**src/rtl/dp_pkg.sv**
```systemverilog
// Shared definitions for the multi-cycle datapath: opcodes, instruction
// field positions, FSM encoding and the signed-overflow helper.
package dp_pkg;

  localparam logic [3:0] OP_ADD  = 4'h0;
  localparam logic [3:0] OP_ADDI = 4'h1;
  localparam logic [3:0] OP_LW   = 4'h2;
  localparam logic [3:0] OP_SW   = 4'h3;
  localparam logic [3:0] OP_SUB  = 4'h4;
  localparam logic [3:0] OP_HALT = 4'hF;

  localparam int OP_LSB = 12;
  localparam int RA_LSB = 9;
  localparam int RB_LSB = 6;
  localparam int IMM_W  = 9;
  localparam int REG_AW = 3;

  typedef enum logic [2:0] {
    ST_FETCH  = 3'd0,
    ST_DECODE = 3'd1,
    ST_EXEC   = 3'd2,
    ST_MEM    = 3'd3,
    ST_WB     = 3'd4,
    ST_HALT   = 3'd5
  } state_t;

  // Signed add overflow from operand/result sign bits; pass ~sb for subtraction.
  function automatic logic add_ovf(input logic sa, input logic sb, input logic sr);
    return (sa == sb) && (sr != sa);
  endfunction

endpackage

```
**src/rtl/multicycle_data_path_if.sv**
```systemverilog
// Instruction-fetch and data-memory req/ack buses between the core (master)
// and the memories (slave).
interface multicycle_data_path_if #(
  parameter int PC_W    = 8,
  parameter int DADDR_W = 9,
  parameter int DATA_W  = 16
);
  logic               imem_req;
  logic [PC_W-1:0]    imem_addr;
  logic               imem_ack;
  logic [15:0]        imem_rdata;
  logic               dmem_req;
  logic               dmem_we;
  logic [DADDR_W-1:0] dmem_addr;
  logic [DATA_W-1:0]  dmem_wdata;
  logic               dmem_ack;
  logic [DATA_W-1:0]  dmem_rdata;

  modport master (
    output imem_req, imem_addr, dmem_req, dmem_we, dmem_addr, dmem_wdata,
    input  imem_ack, imem_rdata, dmem_ack, dmem_rdata
  );

  modport slave (
    input  imem_req, imem_addr, dmem_req, dmem_we, dmem_addr, dmem_wdata,
    output imem_ack, imem_rdata, dmem_ack, dmem_rdata
  );
endinterface

```
**src/rtl/dp_reg_file.sv**
```systemverilog
// Eight-entry register file: two asynchronous read ports, one synchronous
// write port, entry 0 hard-wired to zero.
module dp_reg_file
  import dp_pkg::*;
#(
  parameter int DATA_W = 16
) (
  input  logic              clk,
  input  logic              rst,
  input  logic [REG_AW-1:0] ra_addr,
  input  logic [REG_AW-1:0] rb_addr,
  output logic [DATA_W-1:0] ra_data,
  output logic [DATA_W-1:0] rb_data,
  input  logic              we,
  input  logic [REG_AW-1:0] wa,
  input  logic [DATA_W-1:0] wd
);

  logic [DATA_W-1:0] regs_r [8];

  assign ra_data = (ra_addr == 3'd0) ? {DATA_W{1'b0}} : regs_r[ra_addr];
  assign rb_data = (rb_addr == 3'd0) ? {DATA_W{1'b0}} : regs_r[rb_addr];

  // Register storage; writes aimed at R0 are dropped.
  always_ff @(posedge clk or posedge rst) begin
    if (rst) begin
      for (int i = 0; i < 8; i++) begin
        regs_r[i] <= {DATA_W{1'b0}};
      end
    end else if (we && (wa != 3'd0)) begin
      regs_r[wa] <= wd;
    end
  end

endmodule

```
**src/rtl/multicycle_data_path.sv**
```systemverilog
// Multi-cycle FETCH/DECODE/EXEC/MEM/WB datapath; both memories sit behind
// req/ack handshakes so slow RAMs simply stretch FETCH or MEM.
module multicycle_data_path
  import dp_pkg::*;
#(
  parameter int DATA_W  = 16,
  parameter int PC_W    = 8,
  parameter int DADDR_W = 9
) (
  input  logic                  clk,
  input  logic                  rst,
  multicycle_data_path_if.master bus,
  output logic [3:0]            opcode,
  output logic [DATA_W-1:0]     alu_result,
  output logic                  retire,
  output logic                  ovf,
  output logic                  halted
);

  localparam int MSB = DATA_W - 1;

  state_t              state_r;
  logic [PC_W-1:0]     pc_r;
  logic [15:0]         ir_r;
  logic [DATA_W-1:0]   a_r;
  logic [DATA_W-1:0]   b_r;
  logic [DATA_W-1:0]   alu_r;
  logic [DATA_W-1:0]   load_r;
  logic                retire_r;
  logic                ovf_r;
  logic                halted_r;
  logic                imem_req_r;
  logic                dmem_req_r;
  logic                dmem_we_r;
  logic [DADDR_W-1:0]  dmem_addr_r;
  logic [DATA_W-1:0]   dmem_wdata_r;

  logic [3:0]          op_s;
  logic [DATA_W-1:0]   rd_a_s;
  logic [DATA_W-1:0]   rd_b_s;
  logic [DATA_W-1:0]   imm_s;
  logic [DATA_W-1:0]   sum_s;
  logic [DATA_W-1:0]   diff_s;
  logic [DATA_W-1:0]   addi_s;
  logic                rf_we_s;
  logic [DATA_W-1:0]   rf_wd_s;

  assign op_s   = ir_r[OP_LSB +: 4];
  assign imm_s  = DATA_W'(ir_r[IMM_W-1:0]);
  assign sum_s  = a_r + b_r;
  assign diff_s = a_r - b_r;
  assign addi_s = a_r + imm_s;

  assign bus.imem_req   = imem_req_r;
  assign bus.imem_addr  = pc_r;
  assign bus.dmem_req   = dmem_req_r;
  assign bus.dmem_we    = dmem_we_r;
  assign bus.dmem_addr  = dmem_addr_r;
  assign bus.dmem_wdata = dmem_wdata_r;
  assign opcode         = op_s;
  assign alu_result     = alu_r;
  assign retire         = retire_r;
  assign ovf            = ovf_r;
  assign halted         = halted_r;

  dp_reg_file #(.DATA_W(DATA_W)) u_rf (
    .clk     (clk),
    .rst     (rst),
    .ra_addr (ir_r[RA_LSB +: REG_AW]),
    .rb_addr (ir_r[RB_LSB +: REG_AW]),
    .ra_data (rd_a_s),
    .rb_data (rd_b_s),
    .we      (rf_we_s),
    .wa      (ir_r[RA_LSB +: REG_AW]),
    .wd      (rf_wd_s)
  );

  // Writeback port: arithmetic results or the latched load word.
  always_comb begin
    rf_we_s = 1'b0;
    rf_wd_s = alu_r;
    if (state_r == ST_WB) begin
      case (op_s)
        OP_ADD, OP_ADDI, OP_SUB: rf_we_s = 1'b1;
        OP_LW: begin
          rf_we_s = 1'b1;
          rf_wd_s = load_r;
        end
        default: rf_we_s = 1'b0;
      endcase
    end else begin
      rf_we_s = 1'b0;
    end
  end

  // Control FSM; every externally visible signal is a register.
  always_ff @(posedge clk or posedge rst) begin
    if (rst) begin
      state_r      <= ST_FETCH;
      pc_r         <= {PC_W{1'b0}};
      ir_r         <= 16'h0000;
      a_r          <= {DATA_W{1'b0}};
      b_r          <= {DATA_W{1'b0}};
      alu_r        <= {DATA_W{1'b0}};
      load_r       <= {DATA_W{1'b0}};
      retire_r     <= 1'b0;
      ovf_r        <= 1'b0;
      halted_r     <= 1'b0;
      imem_req_r   <= 1'b0;
      dmem_req_r   <= 1'b0;
      dmem_we_r    <= 1'b0;
      dmem_addr_r  <= {DADDR_W{1'b0}};
      dmem_wdata_r <= {DATA_W{1'b0}};
    end else begin
      retire_r <= 1'b0;
      case (state_r)
        ST_FETCH: begin
          if (imem_req_r && bus.imem_ack) begin
            ir_r       <= bus.imem_rdata;
            imem_req_r <= 1'b0;
            state_r    <= ST_DECODE;
          end else begin
            imem_req_r <= 1'b1;
          end
        end
        ST_DECODE: begin
          a_r     <= rd_a_s;
          b_r     <= rd_b_s;
          state_r <= ST_EXEC;
        end
        ST_EXEC: begin
          case (op_s)
            OP_ADD: begin
              alu_r   <= sum_s;
              ovf_r   <= ovf_r | add_ovf(a_r[MSB], b_r[MSB], sum_s[MSB]);
              state_r <= ST_WB;
            end
            OP_SUB: begin
              alu_r   <= diff_s;
              ovf_r   <= ovf_r | add_ovf(a_r[MSB], ~b_r[MSB], diff_s[MSB]);
              state_r <= ST_WB;
            end
            OP_ADDI: begin
              alu_r   <= addi_s;
              ovf_r   <= ovf_r | add_ovf(a_r[MSB], imm_s[MSB], addi_s[MSB]);
              state_r <= ST_WB;
            end
            OP_LW: begin
              dmem_req_r  <= 1'b1;
              dmem_we_r   <= 1'b0;
              dmem_addr_r <= ir_r[DADDR_W-1:0];
              state_r     <= ST_MEM;
            end
            OP_SW: begin
              dmem_req_r   <= 1'b1;
              dmem_we_r    <= 1'b1;
              dmem_addr_r  <= ir_r[DADDR_W-1:0];
              dmem_wdata_r <= a_r;
              state_r      <= ST_MEM;
            end
            OP_HALT: begin
              halted_r <= 1'b1;
              state_r  <= ST_HALT;
            end
            default: state_r <= ST_WB;
          endcase
        end
        ST_MEM: begin
          // A store completes here; only loads continue to writeback.
          if (dmem_req_r && bus.dmem_ack) begin
            dmem_req_r <= 1'b0;
            if (dmem_we_r) begin
              retire_r   <= 1'b1;
              pc_r       <= pc_r + PC_W'(1);
              imem_req_r <= 1'b1;
              state_r    <= ST_FETCH;
            end else begin
              load_r  <= bus.dmem_rdata;
              state_r <= ST_WB;
            end
          end
        end
        ST_WB: begin
          retire_r   <= 1'b1;
          pc_r       <= pc_r + PC_W'(1);
          imem_req_r <= 1'b1;
          state_r    <= ST_FETCH;
        end
        ST_HALT: state_r <= ST_HALT;
        default: begin
          imem_req_r <= 1'b0;
          state_r    <= ST_FETCH;
        end
      endcase
    end
  end

endmodule

```
**src/flat_wrapper.sv**
```systemverilog
// flat-port wrapper written by rule: the top's interface ports become plain ports
module multicycle_data_path_flat import dp_pkg::*;
#(
  parameter int DATA_W  = 16,
  parameter int PC_W    = 8,
  parameter int DADDR_W = 9
)
  (clk, rst, opcode, alu_result, retire, ovf, halted, bus_imem_req, bus_imem_addr, bus_dmem_req, bus_dmem_we, bus_dmem_addr, bus_dmem_wdata, bus_imem_ack, bus_imem_rdata, bus_dmem_ack, bus_dmem_rdata);
  multicycle_data_path_if #(.PC_W(PC_W), .DADDR_W(DADDR_W), .DATA_W(DATA_W)) bus_i ();
  input  logic clk;
  input  logic rst;
  output logic [3:0] opcode;
  output logic [DATA_W-1:0] alu_result;
  output logic retire;
  output logic ovf;
  output logic halted;
  output wire logic [$bits(bus_i.imem_req)-1:0] bus_imem_req;
  output wire logic [$bits(bus_i.imem_addr)-1:0] bus_imem_addr;
  output wire logic [$bits(bus_i.dmem_req)-1:0] bus_dmem_req;
  output wire logic [$bits(bus_i.dmem_we)-1:0] bus_dmem_we;
  output wire logic [$bits(bus_i.dmem_addr)-1:0] bus_dmem_addr;
  output wire logic [$bits(bus_i.dmem_wdata)-1:0] bus_dmem_wdata;
  input wire logic [$bits(bus_i.imem_ack)-1:0] bus_imem_ack;
  input wire logic [$bits(bus_i.imem_rdata)-1:0] bus_imem_rdata;
  input wire logic [$bits(bus_i.dmem_ack)-1:0] bus_dmem_ack;
  input wire logic [$bits(bus_i.dmem_rdata)-1:0] bus_dmem_rdata;
  assign bus_imem_req = bus_i.imem_req;
  assign bus_imem_addr = bus_i.imem_addr;
  assign bus_dmem_req = bus_i.dmem_req;
  assign bus_dmem_we = bus_i.dmem_we;
  assign bus_dmem_addr = bus_i.dmem_addr;
  assign bus_dmem_wdata = bus_i.dmem_wdata;
  assign bus_i.imem_ack = bus_imem_ack;
  assign bus_i.imem_rdata = bus_imem_rdata;
  assign bus_i.dmem_ack = bus_dmem_ack;
  assign bus_i.dmem_rdata = bus_dmem_rdata;
  multicycle_data_path #(.DATA_W(DATA_W), .PC_W(PC_W), .DADDR_W(DADDR_W)) u_core (.clk(clk), .rst(rst), .bus(bus_i), .opcode(opcode), .alu_result(alu_result), .retire(retire), .ovf(ovf), .halted(halted));
endmodule
```
**config.mk**
```make
export PLATFORM = sky130hd
export DESIGN_NAME = multicycle_data_path_flat
export DESIGN_NICKNAME = d
export VERILOG_FILES = /design/src/rtl/dp_pkg.sv /design/src/rtl/multicycle_data_path_if.sv /design/src/rtl/dp_reg_file.sv /design/src/rtl/multicycle_data_path.sv /design/src/flat_wrapper.sv
export SDC_FILE = /design/constraint.sdc
export NUM_CORES = 1
export LEC_CHECK = 0
export ABC_AREA = 1
export CAP_MARGIN = 20
export CORE_ASPECT_RATIO = 0.9
export CORE_MARGIN = 1
export CORE_UTILIZATION = 60
export CTS_CLUSTER_SIZE = 20
export DETAILED_ROUTE_END_ITERATION = 6
export PLACE_DENSITY = 0.79
export SETUP_SLACK_MARGIN = 0.4
export SLEW_MARGIN = 20
export SYNTH_ARGS = -nofsm -noshare
export SYNTH_HDL_FRONTEND = slang
export SYNTH_SLANG_ARGS = --single-unit
```
**constraint.sdc**
```tcl
create_clock -name clk -period 11.35 [get_ports clk]
set_clock_uncertainty 0.2 [all_clocks]
set_input_delay 3.405 -clock clk [delete_from_list [all_inputs] [get_ports clk]]
set_output_delay 3.405 -clock clk [all_outputs]
set_load 0.005 [all_outputs]
```
# Word level (Yosys, flattened, before mapping)
# Index checks and enable logic that the tools add are counted.
[totals]
regBits = 250
latch_bits = 0
ram_bits = 0
mem_bits_ro = 0
inputBits = 36
output_inout_bits = 59
wordCells = 124
n_memories = 0
[op_classes]
n_addsub = 4
mul = 0
div = 0
magnitude_cmp = 3
eq_ne = 19
shift = 0
mux = 36
bitwise_logic = 9
n_reduce_logical = 30
[op_table]
columns = ["cell", "n"]
rows = [
  ["$mux 16", 9],
  ["$bwmux 128", 1],
  ["$bmux 16 s3", 2],
  ["$demux 16 s3", 1],
  ["$pmux 16 s3", 1],
  ["$add 16x16->16", 1],
  ["$add 16x9->16", 1],
  ["$mux 8", 2],
  ["$pmux 8 s2", 1],
  ["$sub 16x16->16", 1],
  ["$pmux 3 s5", 1],
  ["$reduce_and 2->1", 7],
  ["$reduce_and 3->1", 4],
  ["$logic_not 3->1", 3],
  ["$mux 1", 9],
  ["$mux 3", 3],
  ["$add 8x1->8 const B", 1],
  ["$eq 4x2->1 const B", 2],
  ["$ge 4x4->1 const B", 2],
  ["$not 3->4", 2],
  ["$logic_and 1x1->1", 7],
  ["$eq 3x2->1 const B", 2],
  ["$eq 3x3->1 const B", 2],
  ["$ne 2x1->1 const B", 3],
  ["other kinds (20)", 33],
]

# Logic depth before layout (Yosys ltp)
# Gate-level depths: netlist (run 1).
[depth]
ltp_word = 6
ltp_mapped = 16
depth_no_buf = 15

# Cells and area by module
# From an unflattened synthesis (run 1), not the netlist that was laid out.
[unflattened]
cells_unflattened = 2130
area_unflattened_um2 = 15177.1
[by_module_without_submodules]
columns = ["mod", "n_inst", "cells_per_inst", "area_per_inst_um2", "seq_area_each_um2"]
rows = [
  ["multicycle_data_path", 1, 1039, 7698.6, 3052.9],
  ["dp_reg_file", 1, 1091, 7478.4, 3203.1],
]

# Least setup slack after synthesis (run 1)
# Ideal clock, no wire load.
[synth_timing]
kind = "input port to flip-flop"
startpoint = "input port bus_dmem_ack"
endpoint = "register u_core.load_r[0]"
setup_time_ns = 0.125
arrival_ns = 4.089
t_required_ns = 11.025
slack_ns = 6.937
cell_stages = 3
n_path_buf = 1
cell_sequence = "nand3_2 > buf_2 > mux2_2"
[synth_via]
elab_chain_cells = 2
[synth_rtl]
columns = ["item", "line_no", "rtl"]
rows = [
  ["start: declaration", "flat_wrapper.sv:25", "input wire logic [$bits(bus_i.dmem_ack)-1:0] bus_dmem_ack;"],
  ["$logic_and 1x1->1", "multicycle_data_path.sv:170", "if (dmem_req_r && bus.dmem_ack) begin"],
  ["$reduce_and 3->1 (no line)", "-", ""],
  ["end signal: assignment", "multicycle_data_path.sv:105", "load_r <= {DATA_W{1'b0}};"],
  ["end signal: assignment", "multicycle_data_path.sv:178", "load_r <= bus.dmem_rdata;"],
  ["end: declaration", "multicycle_data_path.sv:28", "logic [DATA_W-1:0] load_r;"],
]
# Every way passes these cells.
# A chain may end at the register's enable or synchronous reset.

# Worst setup path in the final report (run 1)
[layout_timing]
startpoint = "register u_core.ir_r[12]"
endpoint = "output port opcode[0]"
[layout_rtl]
columns = ["item", "line_no", "rtl"]
rows = [
  ["start: declaration", "multicycle_data_path.sv:24", "logic [15:0] ir_r;"],
  ["start signal: assignment", "multicycle_data_path.sv:119", "ir_r <= bus.imem_rdata;"],
  ["end: declaration", "flat_wrapper.sv:12", "output logic [3:0] opcode;"],
]
# No word-level cell between the ends.

==> results of run 1 <==
==> kinds of logic after synthesis <==
kind of cell / share of synthesized area (%)
flops: 43.8
fa+ha+maj: 4.28
xor+xnor: 0.851
buf+inv: 8.15
compound gates: 16.7
mux: 3.28
simple gates: 22.9
==> power by group through the flow <==
stage / logic (mW) / registers, mW / clock network, mW
after CTS: 0.0311 / 0.834 / 0.790
final: 0.0302 / 0.834 / 0.787
after detailed placement: 0.0311 / 0.849 / 0
after global placement: 0.0309 / 0.849 / 0
after floorplan: 0.0122 / 0.850 / 0
after global routing: 0.0342 / 0.834 / 0.819
==> how the worst min path moves through the flow <==
stage | start | slack, ps | to
2_1_floorplan | u_core.u_rf.regs_r[78] | 250 | u_core.u_rf.regs_r[78]
3_3_place_gp | u_core.ovf | 250 | u_core.ovf
3_5_place_dp | u_core.halted | 260 | u_core.halted
4_1_cts | u_core.halted | 280 | u_core.halted
5_1_grt | u_core.bus.imem_addr[7] | 300 | u_core.bus.imem_addr[7]
6_report | u_core.ovf | 280 | u_core.ovf
==> sequential cells by signal, indices dropped and copies added (netlist names), 9 cells and up <==
register	count
u_core.u_rf.regs_r	112
u_core.a_r	16
u_core.load_r	16
u_core.bus.dmem_wdata	16
u_core.alu_result	16
u_core.ir_r	16
u_core.bus.dmem_addr	9
u_core.b_r	16
==> cell type report <==
class / count / share of cell area (%)
repair buffers: 107 / 6.86
clock inverters: 9 / 0.412
inverters: 184 / 4.60
well taps: 291 / 2.40
flip-flops and latches: 234 / 38.5
multi-input cells: 1218 / 42.4
clock buffers: 36 / 4.79
==> layer usage <==
| layer | part of all wire [%] | vias up | GRT usage (%) |
|---|---|---|---|
| li1 | - | 5794 | - |
| met1 | 41 | 5881 | 51.5 |
| met2 | 43 | 718 | 56.3 |
| met3 | 12 | 114 | 8.17 |
| met4 | 4.0 | 2 | 15.5 |
| met5 | 0.038 | - | 0 |
==> through the flow <==
stage | cells | worst slack (ps) | hold WS [ps] | power [mW]
6_report | 2079 | 6140 | 282 | 1.65
5_1_grt | 2079 | 6090 | 304 | 1.69
4_1_cts | 2079 | 6140 | 284 | 1.66
3_5_place_dp | 2034 | 5590 | 258 | 0.881
3_3_place_gp | 2034 | 5620 | 250 | 0.880
2_1_floorplan | 1715 | 1330 | 253 | 0.862
==> synth_stat cells, drive strengths merged <==
cell type	number
nand2	460
mux2	17
xor2	9
a31oi	1
a22o	1
a41oi	1
or2	3
o22ai	14
mux2i	11
inv	181
nand3b	1
nor3	7
a21oi	91
o211ai	22
xnor2	4
o221ai	5
o21ai	244
o2111ai	12
dfrtp	234
a22oi	1
fa	3
o21bai	4
and3	3
nand4	19
clkinv	3
nor2	115
clkbuf	38
a221oi	6
buf	41
nand3	113
nor4	1
nor3b	1
a211oi	2
and2	6
ha	41
==> flow_summary.yaml, run 1 <==
outcome:
  status: "finished, final reports clean"
floorplan:
  start_util_pct: 61.5
  std_cell_rows: 51
  dieArea_sq_um: 22900
  io_pins: 95
  coreArea_sq_um: 21800
  die_w_um: 159
  die_y_um: 144
worst_setup_path:
  path_buf_inv: 1
  cp_max_fo: 5
  slowest_delay_ps: 590
  start_kind: "flip-flop"
  cp.required_ps: 7750
  cp-end-kind: "primary output"
  r2r_start: "u_core.ir_r[11]"
  crit_end: "opcode[0]"
  crit_path_start: "u_core.ir_r[12]"
  crit_slowest_cell: "clkdlybuf4s50_1"
  worst-path-stages: 1
  r2r-end: "u_core.u_rf.regs_r[23]"
  reg2reg_slack_ps: 8230
  cp_data_arrival_time_ps: 1610
  crit_type: "reg2out"
  path_cells: "clkdlybuf4s50_1"
  crit_family: "buffers and inverters"
  ff2ff_path_depth: 4
placed_design:
  placed_area_sq_um: 14400
  dp.final_hpwl_um: 29500
  gp_congestion: 1.01
  io_buffer_count: 94
global_routing:
  grt_pass1_vias: 11663
  grt_pass1_wl_um: 64800
  grt-ovfl-total: 0
  antenna_found_initial: 2
  grt_use_total_pct: 37.0
  grt_max_degree: 96
synth:
  seq_area_frac_synth_pct: 43.8
  syn_inst: 1715
  syn_avg_cell_area_sq_um: 7.80
  synth.distinct_cells: 50
  syn_area_sq_um: 13400
  synth_nets: 1795
  synth-seq-cells: 234
  synth_top_area_share_pct: 43.8
  yosysTopAreaCell: "dfrtp_1"
  synth_warnings: 0
  synthTopCellsByArea: "dfrtp_1 44%, nand2_1 13%, inv_1 5.0%"
clock_network:
  clk_pin_slew_ps: 60
  numCtsBuffers: 25
  cts_tree: "done"
  clockBufferDepth: 3
  clk_latency_ps: 550
  ctsHoldBuffers: 0
  cts_max_level: 1
  cts_resized: 0
  cts_sinks: 234
  clockRootBuffer: "clkbuf_16"
  cts_setup_buffers: 0
finish:
  nFillCells: 1815
  area_delta_synth_final_pct: 13.5
  final_common_cell: "nand2_1"
  drive_above_1_share_pct: 6.49
  final_nets: 1850
  fin_area_sq_um: 15200
  multi_input_area_sq_um: 6440
  regArea_sq_um: 5860
  final_cell_mix: "451 x nand2_1, 234 x dfrtp_1, 176 x inv_1, 130 x o21ai_0, 111 x nand3_1"
  final_util_pct: 69.8
  antenna_cells: 0
run:
  cap_violations: 0
power:
  cellLeakagePower_nw: 7.04
  combPwrFrac_pct: 1.8
  ir_drop_mv: 0.126
  power_frac_clock_pct: 47.6
  power_density_nw_per_um2: 109
  switching_share_pct: 21.7
  p_int_mw: 1.29
  seq_power_share_pct: 50.5
  netSwitchingPower_mw: 0.359
routing:
  vias: 12509
  via_per_inst: 6.02
  drt_wl_total_um: 41900
  drc: 0
  routedWlPerCell_um: 20.1
  ant_nets: 0
  drtIter0Drc: 1772
  drt_first_pass_iters: 7
sta:
  setup_violations: 0
  report.final.slew_viol_count: 0
  fmax_mhz: 192
  grt_setup_unrepaired: "no"
  min_period_ps: 5210
  period_share_pct: 45.9
  maxSlewHeadroom_pct: 29.7
  tightest_slew_ps: 1050
  hold_viol: 0
  fin_setup_tns_ps: 0
worst_hold_path:
  hold_class: "reg2reg"
  min_path_cells: 2
No activity file was read; power rests on OpenSTA's default activity.
==> run 2: changes to the inputs <==
clock period = 4.9 ns   (was 11.35 ns; I/O delays follow)
==> run 2 against run 1 <==
Hold slack worse by 16 ps. Clock-buffer cell count up 1. Sequential share of layout area down 0.070 points. Worst setup slack worse by 4700 ps. Final cell count about the same. Die area unchanged. Sequential power up 130%. Global-route usage up 0.23 points. Final area up 0.18%. Core utilization up 0.13 points. Critical endpoint is now u_core.alu_result[8]. Largest cell class unchanged.
==> flow_summary.yaml, run 2 (synthesized netlist as in run 1, its figures left out) <==
outcome:
  status: "finished, final reports clean"
clock_network:
  clockBufferDepth: 3
  numCtsBuffers: 26
  clk_latency_ps: 550
  clk_pin_slew_ps: 60
  clockRootBuffer: "clkbuf_16"
  ctsHoldBuffers: 0
  cts_sinks: 234
  cts_max_level: 1
  cts_tree: "done"
  cts_resized: 0
  cts_setup_buffers: 0
finish:
  final_nets: 1849
  area_delta_synth_final_pct: 13.7
  largest_reg_flops: 112
  final_cell_mix: "451 x nand2_1, 234 x dfrtp_1, 176 x inv_1, 130 x o21ai_0, 111 x nand3_1"
  drive_above_1_share_pct: 6.27
  final_common_cell: "nand2_1"
  largest-register: "u_core.u_rf.regs_r"
run:
  cap_violations: 0
sta:
  fmax_mhz: 292
  min_period_ps: 3430
  report.final.slew_viol_count: 0
  hold_viol: 0
  period_share_pct: 69.9
  timing.final.ws_setup_ps: 1470
  fin_setup_tns_ps: 0
  grt_setup_unrepaired: "no"
  setup_violations: 0
  maxSlewHeadroom_pct: 30.4
  tightest_slew_ps: 1040
worst_setup_path:
  slowest_delay_ps: 750
  path_cells: "inv_1 > nand2_1 > nor3_2 > inv_2 > nand2_2 > nand2_1 > inv_1 > o21ai_0 > nor2_1 > nor2_1"
  cp.required_ps: 5110
  crit_type: "reg2reg"
  reg2reg_slack_ps: 1470
  cp_max_fo: 20
  start_kind: "flip-flop"
  cp-end-kind: "flip-flop"
  cp_data_arrival_time_ps: 3640
  crit_slowest_cell: "nor3_2"
worst_hold_path:
  hold_class: "reg2reg"
power:
  ir_drop_mv: 0.377
  power_density_nw_per_um2: 253
  cellLeakagePower_nw: 7.04
global_routing:
  grt_pass1_vias: 11770
  grt_max_degree: 136
  grt_pass1_wl_um: 65700
  grt_use_total_pct: 37.2
  antenna_found_initial: 2
  grt-ovfl-total: 0
routing:
  via_per_inst: 6.13
  drt_first_pass_iters: 6
  vias: 12735
  ant_nets: 0
  routedWlPerCell_um: 20.4
  drc: 0
  drt_wl_total_um: 42400
  drtIter0Drc: 1596
placed_design:
  pre_cts_ws_ps: 1540
  gp_congestion: 1.01
  io_buffer_count: 94
  dp.final_hpwl_um: 29600
floorplan:
  io_pins: 95
  die_w_um: 159
  coreArea_sq_um: 21800
  std_cell_rows: 51
  die_y_um: 144
  dieArea_sq_um: 22900
  start_util_pct: 61.5
-- run 2: layer usage --
layer / vias up / routed length, um / global-route usage (%)
met1: 6009 / 17300 / 52.3
met5: - / 13 / 0
met3: 124 / 4980 / 8.14
met2: 803 / 18600 / 57.0
met4: 2 / 1490 / 13.6
li1: 5797 / - / -
-- run 2: worst max-delay path: cells and delay by family (launching register included) --
family          cells  cell delay, ps
flops               1             380
simple gates        6            1520
buf+inv             3             970
compound gates      1             210
-- run 2: final cells by class --
cell class | instances | area [sq um]
diodes | 2 | 5.00
clock inverters | 7 | 67.6
repair buffers | 105 | 1050
fillers | 1769 | 6540
well taps | 291 | 364
multi-input cells | 1218 | 6440
flip-flops and latches | 234 | 5860
clock buffers | 37 | 742
inverters | 184 | 694
-- run 2: final timing paths --
check,startpoint,endpoint,depth (start not counted)
setup / recovery,u_core.ir_r[15],u_core.alu_result[8],10
hold / removal,u_core.ovf,u_core.ovf,2
setup reg to reg,u_core.ir_r[15],u_core.alu_result[8],10
hold reg to reg,u_core.ovf,u_core.ovf,2
max in group asynchronous,rst,u_core.u_rf.regs_r[4],3
min in group asynchronous,rst,u_core.bus.dmem_wdata[5],3
-- run 2: stage by stage --
step	hold WS (ps)	instances	area [sq um]	utilization, %	total power, mW
after CTS	272	2076	15200	69.9	3.87
after floorplan	253	1715	13400	-	2.00
after global routing	285	2076	15200	69.9	3.95
after detailed placement	257	2032	14400	66.2	2.04
final	267	2078	15200	69.9	3.86
after global placement	249	2032	14400	66.2	2.04
-- run 2: power by group --
part,internal (mW),switching [mW]
sequential,1.93,0
clock,1.06,0.794
combinational,0.0281,0.0452
total,3.02,0.839
